`src/rtl/fpu_normalize_if.sv`:
```
// Handshake and data bundle between the FPU compute stage, the normalize stage and the consumer.
// The master modport is the side that drives the operands and out_ready.
interface fpu_normalize_if;
    logic        in_valid;
    logic        in_ready;
    logic        in_sign;
    logic [7:0]  in_exponent;
    logic [47:0] in_mantissa;
    logic [1:0]  in_operator;
    logic        out_valid;
    logic        out_ready;
    logic [31:0] out_result;
    logic        out_overflow;
    logic        out_underflow;

    modport master (
        output in_valid, in_sign, in_exponent, in_mantissa, in_operator, out_ready,
        input  in_ready, out_valid, out_result, out_overflow, out_underflow
    );

    modport slave (
        input  in_valid, in_sign, in_exponent, in_mantissa, in_operator, out_ready,
        output in_ready, out_valid, out_result, out_overflow, out_underflow
    );
endinterface

```
`src/rtl/fpu_normalize.sv`:
```
// Post-compute FPU stage: sign-magnitude fixup, one-bit-per-cycle normalize, rounding and
// overflow/underflow resolution into a packed single-precision word.
//
// state | meaning
// IDLE  | waiting for an operand word, in_ready high
// NORM  | shifting w left until w[47] is set
// ROUND | rounding and final result selection
// DONE  | result held until out_ready
module fpu_normalize #(
    parameter bit ROUND_RNE = 1'b1
) (
    input  logic           clk,
    input  logic           rst_n,
    fpu_normalize_if.slave bus
);

    typedef enum logic [1:0] {IDLE, NORM, ROUND, DONE} state_t;

    state_t             state;
    state_t             state_nxt;

    logic [47:0]        w;
    logic signed [9:0]  e;
    logic               sign;
    logic               zero;
    logic               is_mul;

    logic [31:0]        result;
    logic               overflow;
    logic               underflow;

    logic               accept;
    logic [47:0]        w_load;
    logic signed [9:0]  e_load;
    logic               sign_load;
    logic               zero_load;

    logic [22:0]        frac;
    logic               guard;
    logic               sticky;
    logic               lsb;
    logic               round_up;
    logic [23:0]        frac_sum;
    logic               carry;
    logic signed [9:0]  e_rnd;
    logic [31:0]        result_nxt;
    logic               overflow_nxt;
    logic               underflow_nxt;

    assign accept = bus.in_valid && (state == IDLE);

    // Add/sub arrive as 48-bit two's complement; fold negatives into sign-magnitude here.
    always_comb begin
        w_load    = bus.in_mantissa;
        sign_load = bus.in_sign;
        e_load    = $signed({2'b00, bus.in_exponent}) + 10'sd24;
        if (bus.in_operator == 2'b10) begin
            e_load = $signed({2'b00, bus.in_exponent}) + 10'sd1;
        end else if (bus.in_mantissa[47]) begin
            w_load    = -bus.in_mantissa;
            sign_load = ~bus.in_sign;
        end
        zero_load = (w_load == 48'd0) || (bus.in_operator == 2'b11);
    end

    always_ff @(posedge clk or negedge rst_n) begin
        if (!rst_n) begin
            state <= IDLE;
        end else begin
            state <= state_nxt;
        end
    end

    always_comb begin
        state_nxt = state;
        case (state)
            IDLE:    if (accept) state_nxt = zero_load ? ROUND : NORM;
            NORM:    if (w[47]) state_nxt = ROUND;
            ROUND:   state_nxt = DONE;
            DONE:    if (bus.out_ready) state_nxt = IDLE;
            default: state_nxt = IDLE;
        endcase
    end

    always_comb begin
        bus.in_ready      = (state == IDLE);
        bus.out_valid     = (state == DONE);
        bus.out_result    = result;
        bus.out_overflow  = overflow;
        bus.out_underflow = underflow;
    end

    assign frac     = w[46:24];
    assign guard    = w[23];
    assign sticky   = |w[22:0];
    assign lsb      = w[24];
    assign round_up = ROUND_RNE && guard && (sticky || lsb);
    assign frac_sum = {1'b0, frac} + {23'd0, round_up};
    assign carry    = frac_sum[23];
    assign e_rnd    = e + $signed({9'd0, carry});

    // Exponent checks happen after the rounding carry so 0x7FFFFF+1 at e=254 saturates.
    always_comb begin
        result_nxt    = {sign, e_rnd[7:0], frac_sum[22:0]};
        overflow_nxt  = 1'b0;
        underflow_nxt = 1'b0;
        if (zero) begin
            result_nxt = is_mul ? {sign, 31'd0} : 32'd0;
        end else if (e_rnd >= 10'sd255) begin
            result_nxt   = {sign, 8'hFF, 23'd0};
            overflow_nxt = 1'b1;
        end else if (e_rnd <= 10'sd0) begin
            result_nxt    = {sign, 31'd0};
            underflow_nxt = 1'b1;
        end
    end

    always_ff @(posedge clk or negedge rst_n) begin
        if (!rst_n) begin
            w         <= 48'd0;
            e         <= 10'sd0;
            sign      <= 1'b0;
            zero      <= 1'b0;
            is_mul    <= 1'b0;
            result    <= 32'd0;
            overflow  <= 1'b0;
            underflow <= 1'b0;
        end else begin
            case (state)
                IDLE: begin
                    if (accept) begin
                        w      <= w_load;
                        e      <= e_load;
                        sign   <= sign_load;
                        zero   <= zero_load;
                        is_mul <= (bus.in_operator == 2'b10);
                    end
                end
                NORM: begin
                    if (!w[47]) begin
                        w <= w << 1;
                        e <= e - 10'sd1;
                    end
                end
                ROUND: begin
                    result    <= result_nxt;
                    overflow  <= overflow_nxt;
                    underflow <= underflow_nxt;
                end
                DONE: begin
                    if (bus.out_ready) begin
                        result    <= 32'd0;
                        overflow  <= 1'b0;
                        underflow <= 1'b0;
                    end
                end
                default: ;
            endcase
        end
    end

endmodule

```
`src/flat_wrapper.sv`:
```
// flat-port wrapper written by rule: the top's interface ports become plain ports
module fpu_normalize_flat 
#(
    parameter bit ROUND_RNE = 1'b1
)
  (clk, rst_n, bus_in_valid, bus_in_sign, bus_in_exponent, bus_in_mantissa, bus_in_operator, bus_out_ready, bus_in_ready, bus_out_valid, bus_out_result, bus_out_overflow, bus_out_underflow);
  fpu_normalize_if bus_i ();
  input  logic clk;
  input  logic rst_n;
  input wire logic [$bits(bus_i.in_valid)-1:0] bus_in_valid;
  input wire logic [$bits(bus_i.in_sign)-1:0] bus_in_sign;
  input wire logic [$bits(bus_i.in_exponent)-1:0] bus_in_exponent;
  input wire logic [$bits(bus_i.in_mantissa)-1:0] bus_in_mantissa;
  input wire logic [$bits(bus_i.in_operator)-1:0] bus_in_operator;
  input wire logic [$bits(bus_i.out_ready)-1:0] bus_out_ready;
  output wire logic [$bits(bus_i.in_ready)-1:0] bus_in_ready;
  output wire logic [$bits(bus_i.out_valid)-1:0] bus_out_valid;
  output wire logic [$bits(bus_i.out_result)-1:0] bus_out_result;
  output wire logic [$bits(bus_i.out_overflow)-1:0] bus_out_overflow;
  output wire logic [$bits(bus_i.out_underflow)-1:0] bus_out_underflow;
  assign bus_i.in_valid = bus_in_valid;
  assign bus_i.in_sign = bus_in_sign;
  assign bus_i.in_exponent = bus_in_exponent;
  assign bus_i.in_mantissa = bus_in_mantissa;
  assign bus_i.in_operator = bus_in_operator;
  assign bus_i.out_ready = bus_out_ready;
  assign bus_in_ready = bus_i.in_ready;
  assign bus_out_valid = bus_i.out_valid;
  assign bus_out_result = bus_i.out_result;
  assign bus_out_overflow = bus_i.out_overflow;
  assign bus_out_underflow = bus_i.out_underflow;
  fpu_normalize #(.ROUND_RNE(ROUND_RNE)) u_core (.clk(clk), .rst_n(rst_n), .bus(bus_i));
endmodule
```
`config.mk`:
```
export PLATFORM = sky130hd
export DESIGN_NAME = fpu_normalize_flat
export DESIGN_NICKNAME = d
export VERILOG_FILES = /design/src/rtl/fpu_normalize_if.sv /design/src/rtl/fpu_normalize.sv /design/src/flat_wrapper.sv
export SDC_FILE = /design/constraint.sdc
export NUM_CORES = 1
export LEC_CHECK = 0
export CAP_MARGIN = 40
export CORE_MARGIN = 2
export CORE_UTILIZATION = 50
export DETAILED_ROUTE_END_ITERATION = 10
export PLACE_DENSITY = 0.89
export SYNTH_ARGS = -nofsm -noshare
export SYNTH_HDL_FRONTEND = slang
export SYNTH_SLANG_ARGS = --single-unit
```
`constraint.sdc`:
```
create_clock -name clk -period 3.44 [get_ports clk]
set_clock_uncertainty 0.2 [all_clocks]
set_input_delay 0.516 -clock clk [delete_from_list [all_inputs] [get_ports clk]]
set_output_delay 0.516 -clock clk [all_outputs]
set_load 0.1 [all_outputs]
```
## Word level (Yosys, flattened, before mapping)

Cells that the tools add are included.

- Flip-flop bits (word level): 97
- Output and inout port bits: 36
- Logic and storage cells: 72

- Add/subtract/negate cells: 6
- Magnitude comparators: 2
- Equal/unequal tests: 9
- Multiplexer cells: 30
- Bitwise operators: 1
- Reduce and logical (&&, ||, !) cells: 14

Operators by type and width:

| operator | count |
|---|---|
| two-way mux 48 bit | 4 |
| two-way mux 32 bit | 3 |
| one-hot mux 48 bit (2 select lines) | 1 |
| one-hot mux 32 bit (2 select lines) | 1 |
| two-way mux 31 bit | 2 |
| logical NOT 48 bit | 1 |
| negation 48 bit | 1 |
| two-way mux 10 bit | 3 |
| adder 23 x 1 -> 24 bit | 1 |
| OR reduction 23 bit | 1 |
| one-hot mux 10 bit (2 select lines) | 1 |
| adder 10 x 2 -> 10 bit | 1 |
| greater-or-equal comparator 10 x 9 -> 1 bit, second input constant | 1 |
| <= comparator 10 x 1 -> 1 bit, second input constant | 1 |
| subtractor 10 x 2 -> 10 bit, second input constant | 1 |
| adder 8 x 1 -> 9 bit, second input constant | 1 |
| adder 8 x 5 -> 9 bit, second input constant | 1 |
| == test 2 bit, second input constant | 4 |
| two-way mux 1 bit | 8 |
| two-way mux 2 bit | 4 |
| one-hot mux 2 bit (4 select lines) | 1 |
| AND reduction 2 bit | 3 |
| AND reduction 3 bit | 2 |
| inequality test 2 x 1 -> 1 bit, second input constant | 2 |
| 8 further kinds | 13 |

## Depth between registers and ports, before layout

- Word-level depth: 10
- Depth in mapped cells: 16

## Worst setup path after synthesis

OpenSTA, ideal clock, no wires.

- Path type: flip-flop to flip-flop
- From: register u_core.w[30]
- To: register u_core.result[10], in the netlist u_core.bus.out_result[10]
- Library setup time: 133 ps
- Arrival: 3315 ps
- Required time: 3107 ps
- Slack: -208 ps
- Cell stages (with the launch flop): 17
- Period minus slack after synthesis: 3648 ps
- Cells stage by stage: dfrtp_1 -> and3_1 -> and3_1 -> nand3_1 -> nor4_1 -> and2_1 -> and3_1 -> ha_1 -> ha_1 -> xor2_1 -> nand4_1 -> nor4_1 -> o21a_1 -> o21ai_1 -> nand3_1 -> clkbuf_1 -> o21ai_0

- Word-level cells in the longest chain between the ends: 7
- Elaborated cells on any way between the ends: 8
- Classes of those cells: 2 x add/sub; 2 x order compare; 4 x mux

Ends and longest elaborated chain:

| item | line | source |
|---|---|---|
| from (decl) | fpu_normalize.sv:22 | `logic [47:0] w;` |
| from (signal assigned) | fpu_normalize.sv:132 | `w <= w_load;` |
| from (signal assigned) | fpu_normalize.sv:141 | `w <= w << 1;` |
| adder 23 x 1 -> 24 bit (*) | fpu_normalize.sv:98 | `assign frac_sum = {1'b0, frac} + {23'd0, round_up};` |
| adder 10 x 2 -> 10 bit | fpu_normalize.sv:100 | `assign e_rnd = e + $signed({9'd0, carry});` |
| <= comparator 10 x 1 -> 1 bit | fpu_normalize.sv:112 | `end else if (e_rnd <= 10'sd0) begin` |
| two-way mux 31 bit | fpu_normalize.sv:112 |  |
| two-way mux 31 bit (*) | fpu_normalize.sv:109 | `end else if (e_rnd >= 10'sd255) begin` |
| two-way mux 32 bit (*) | fpu_normalize.sv:107 | `if (zero) begin` |
| one-hot mux 32 bit (2 select lines) (*) | fpu_normalize.sv:129 | `case (state)` |
| to (signal assigned) | fpu_normalize.sv:146 | `result <= result_nxt;` |
| to (decl) | fpu_normalize.sv:28 | `logic [31:0] result;` |

Every way passes the cells marked *; elsewhere a longest branch is shown, timed or not.
A chain may end at the register's enable or synchronous reset.

## Final worst setup path

- From: input port bus_in_mantissa[3]
- To: register u_core.state[1]

- Word-level cells in the longest chain between the ends: 8

Ends and longest elaborated chain:

| item | line | source |
|---|---|---|
| from (decl) | flat_wrapper.sv:13 | `input wire logic [$bits(bus_i.in_mantissa)-1:0] bus_in_mantissa;` |
| negation 48 bit | fpu_normalize.sv:60 | `w_load = -bus.in_mantissa;` |
| two-way mux 48 bit | fpu_normalize.sv:59 | `end else if (bus.in_mantissa[47]) begin` |
| two-way mux 48 bit (*) | fpu_normalize.sv:57 | `if (bus.in_operator == 2'b10) begin` |
| logical NOT 48 bit (*) | fpu_normalize.sv:63 | `zero_load = (w_load == 48'd0) \|\| (bus.in_operator == 2'b11);` |
| logical OR 1 bit (*) | fpu_normalize.sv:63 |  |
| two-way mux 2 bit (*) (2 in series) | fpu_normalize.sv:77 | `IDLE: if (accept) state_nxt = zero_load ? ROUND : NORM;` |
| one-hot mux 2 bit (4 select lines) (*) | fpu_normalize.sv:76 | `case (state)` |
| to (signal assigned) | fpu_normalize.sv:70 | `state <= state_nxt;` |
| to (decl) | fpu_normalize.sv:19 | `state_t state;` |

Every way passes the cells marked *; elsewhere a longest branch is shown, timed or not. The select of a mux whose other input is x is not followed.

==> summary.txt <==
Synth
  – Primary FF master, synth: dfrtp_1
  – Seq/Total Area, Yosys: 35.0%
  – Cell taking the most area after synthesis: dfrtp_1
  – Synth top area share: a little over a third
  – Ranking of synthesized cells by area: dfrtp_1 (35%), nand2_1 (8.7%), o21ai_0 (7.0%)
  – Most frequent cell after synthesis: nand2_1
  – Post-synth top cells: nand2_1 (161), dfrtp_1 (97), o21ai_0 (97), nor2_1 (59), clkbuf_1 (48)
  – Post-Synthesis Cells: 868
  – Syn_nets: roughly 940
  – Synth Register Bits: slightly below 100
  – Post-synth cell types: 66
  – Mapped Area: 0.00694 mm2
  – FFs w/ async S/R, synth: 100%
  – Post-synth EDFFs: 0
  – Synth warn: 0
  – Synthesized area per cell: 8.00 um2

Clocking
  – Clk slew on worst S/H paths: 0.06 ns
  – CTS Root Cell: clkbuf_16
  – Max Buffers Root-to-Sink: 2
  – Clock Sinks: 97
  – CTS tree: yes
  – CTS H-tree depth: 3
  – Clock buffers created by TritonCTS: 9
  – Clock latency on the worst-skew pair: approximately 0.35 ns

Route
  – First-pass DRT Iterations: 5
  – WL/cell: 16.1 um
  – Post-DR vias/cell: 5.86
  – DR iter-0 viols: 649
  – DR vias: 7279
  – Antenna Nets Post-Route: 0
  – DRC: 0
  – Drt total wl: 20000 um

Worst setup path
  – Most used cell, CP: or4_4
  – Top delay family on crit path: simple AND/OR/NAND/NOR gates
  – Max incr delay on CP: 0.58 ns
  – Crit Path Max Fanout: 4
  – Worst Path Required: 3.46 ns
  – Crit-path cells: clkdlybuf4s50_1 > or4_4 > or4_4 > o2111ai_2 > o31ai_1 > or3_1 > o2111ai_1 > nor4_4 > a311oi_2 > o22ai_1
  – Critical path startpoint category: input port
  – CP bufs+invs: 1
  – Crit path kind: in -> reg
  – Slowest cell on crit path: or4_4
  – CP endpoint kind: flip-flop
  – Arr. time, crit path: 3.37 ns

Global routing
  – Pin count of the biggest net entering global routing: 92
  – M1 GR Usage: 34.7%
  – GRT Max-Usage Layer: met2
  – First-pass GRT wire length: 32400 um
  – Via count of the first global-routing pass: 6925
  – Met2 GRT Util: 45.5%
  – Grt ovf: 0
  – M3 GR Usage: slightly above 5%
  – Tot GR Track Use: 27.0%
  – Initial antenna violation count: 1

Pwr
  – PwrDens: 785 mW/mm2
  – Peak VDD IR: 0.521 mV
  – Clock power share: 13.3%
  – Flop pwr share: 28.7%
  – Comb pwr share: 58.0%
  – Switch share: 49.7%
  – Psw: 3.70 mW
  – Lkg Pwr: about 4 nW
  – Internal Pwr Total: 3.74 mW

STA
  – RSZ-0062 raised after global routing: yes
  – Hold slack: between 0.2 and 0.3 ns
  – Final TNS setup: 0 ns
  – Final setup violating endpoints: 0
  – Fmax: 299 MHz
  – Min Tclk post-route: 3.35 ns
  – Relative slew margins: 43.8%
  – Worst-Margin Slew: between 0.8 and 0.9 ns
  – Slew Viols, Final: 0
  – Fin. Hold Viols: 0
  – Period utilization: 97.4%

Outcome
  – Status: complete, no violations

Floorplanning
  – Core Region: 0.0137 mm2
  – Die W: about 120 um
  – Die Area: 0.0148 mm2
  – Die height: between 100 and 150 um
  – Rows: between 40 and 50
  – Starting Density: 50.6%
  – Ports: a little under 100

Cells and area
  – Number of fillers in the final layout: between 1000 and 1500
  – Ant diodes: 0
  – Register area: 0.00243 mm2
  – Share of post-route cells with drive strength above 1: roughly 22%
  – # nets final: 1133
  – Area delta synth->final: 36.5%
  – Multi-input gate area: between 0.004 and 0.005 mm2
  – Final Util: 69.1%

Job
  – Max cap viols: 0

Placed design
  – HPWL Detailed: 14600 um
  – # port buffers: 98
  – Placer Congestion: 0.881

Min path
  – Hold WC Path Type: reg -> reg
cells in the final DEF (no fill, tap or decap), types with 6 or more instances in the layout:
cell             netlist  routed
nand2_1              161     161
buf_4                  0     158
dfrtp_1               97      97
o21ai_0               97      77
clkdlybuf4s50_1        0      66
nor2_1                59      59
xnor2_1               44      43
a21oi_1               39      39
xor2_1                38      35
o22a_1                32      32
nor3_1                22      22
inv_1                 22      21
nand3_1               25      21
o21ai_1                2      21
nor4_1                19      17
and3_1                18      15
a31oi_1                9       9
a22o_1                 9       9
ha_1                  12       9
clkbuf_16              0       9
nand4_1                8       8
and4_1                 6       6
or3_1                  6       6
cell families after synthesis:
group | after synthesis | share of synthesized area (%)
muxes | 6 | 0.973
AOI/OAI and AO/OA | 231 | 21.3
DFF | 97 | 35.0
buffers and inverters | 79 | 4.69
and+or+nand+nor | 360 | 25.3
adders and majority gates | 12 | 2.16
xor gates and xnor gates | 83 | 10.6
power groups by stage:
stage	combinational (mW)	clock [mW]	sequential (mW)
after floorplan	2.16	0	2.81
after global placement	3.85	0	2.07
after detailed placement	4.04	0	2.10
after CTS	4.22	1.00	2.11
after global routing	4.69	1.05	2.19
final	4.31	0.992	2.13
state kept, by name, summed over array words and instances (netlist names):
signal / cells
u_core.e: 10
u_core.bus.out_overflow: 1
u_core.state: 2
u_core.sign: 1
u_core.bus.out_underflow: 1
u_core.zero: 1
u_core.is_mul: 1
u_core.w: 48
u_core.bus.out_result: 32
routing by layer:
layer	vias up	wire, um
met4	2	501
met3	51	1390
li1	3482	-
met5	-	13
met2	288	9620
met1	3456	8460
worst reg2reg max path, cell delays in order, from the launching register on:
cell	delay, ns
dfrtp_1	0.37
and3_4	0.20
and3_4	0.20
nand3_4	0.09
nor4_4	0.20
and2_4	0.20
and3_4	0.19
ha_4	0.14
ha_4	0.13
buf_4	0.11
xor2_1	0.18
nand4_1	0.13
nor4_1	0.19
o21a_1	0.21
o21ai_4	0.09
nand3_4	0.15
buf_16	0.15
o21ai_0	0.08
cell type report:
type | instances | share of cell area, %
multi-input cells | 692 | 46.3
flip-flops and latches | 97 | 25.6
repair buffers | 236 | 21.8
clock buffers | 11 | 2.46
well taps | 180 | 2.38
inverters | 22 | 0.872
clock inverters | 5 | 0.594
metrics by stage:
step	instances	cell area (um2)	setup slack, ns	total power, mW
2_1_floorplan	868	6960	0.0190	4.97
3_3_place_gp	1208	8790	-0.280	5.92
3_5_place_dp	1213	8860	-0.505	6.14
4_1_cts	1237	9360	-0.0129	7.33
5_1_grt	1243	9480	-0.0643	7.93
6_report	1243	9480	0.0907	7.44
final timing paths:
path	start	to	slack (ns)	cells past startpoint
setup / recovery	bus_in_mantissa[3]	u_core.state[1]$_DFFE_PN0P_	0.09	10
hold / removal	u_core.bus.out_result[23]$_DFFE_PN0P_	u_core.bus.out_result[23]$_DFFE_PN0P_	0.27	2
setup reg to reg	u_core.w[31]$_DFFE_PN0P_	u_core.bus.out_result[3]$_DFFE_PN0P_	0.12	17
hold reg to reg	u_core.bus.out_result[23]$_DFFE_PN0P_	u_core.bus.out_result[23]$_DFFE_PN0P_	0.27	2
max in group asynchronous	rst_n	u_core.w[30]$_DFFE_PN0P_	1.85	3
min in group asynchronous	rst_n	u_core.bus.out_result[27]$_DFFE_PN0P_	0.51	2
repair_timing:
item	4_1_cts	5_1_grt
resized for setup	30	23
setup endpoints to repair	26	35
buffers inserted	5	6
hold buffers	1	0
pin swaps	10	9
cloned	2	0
endpoints found under the hold margin	43	0
Power figures use the tool's default switching activity.
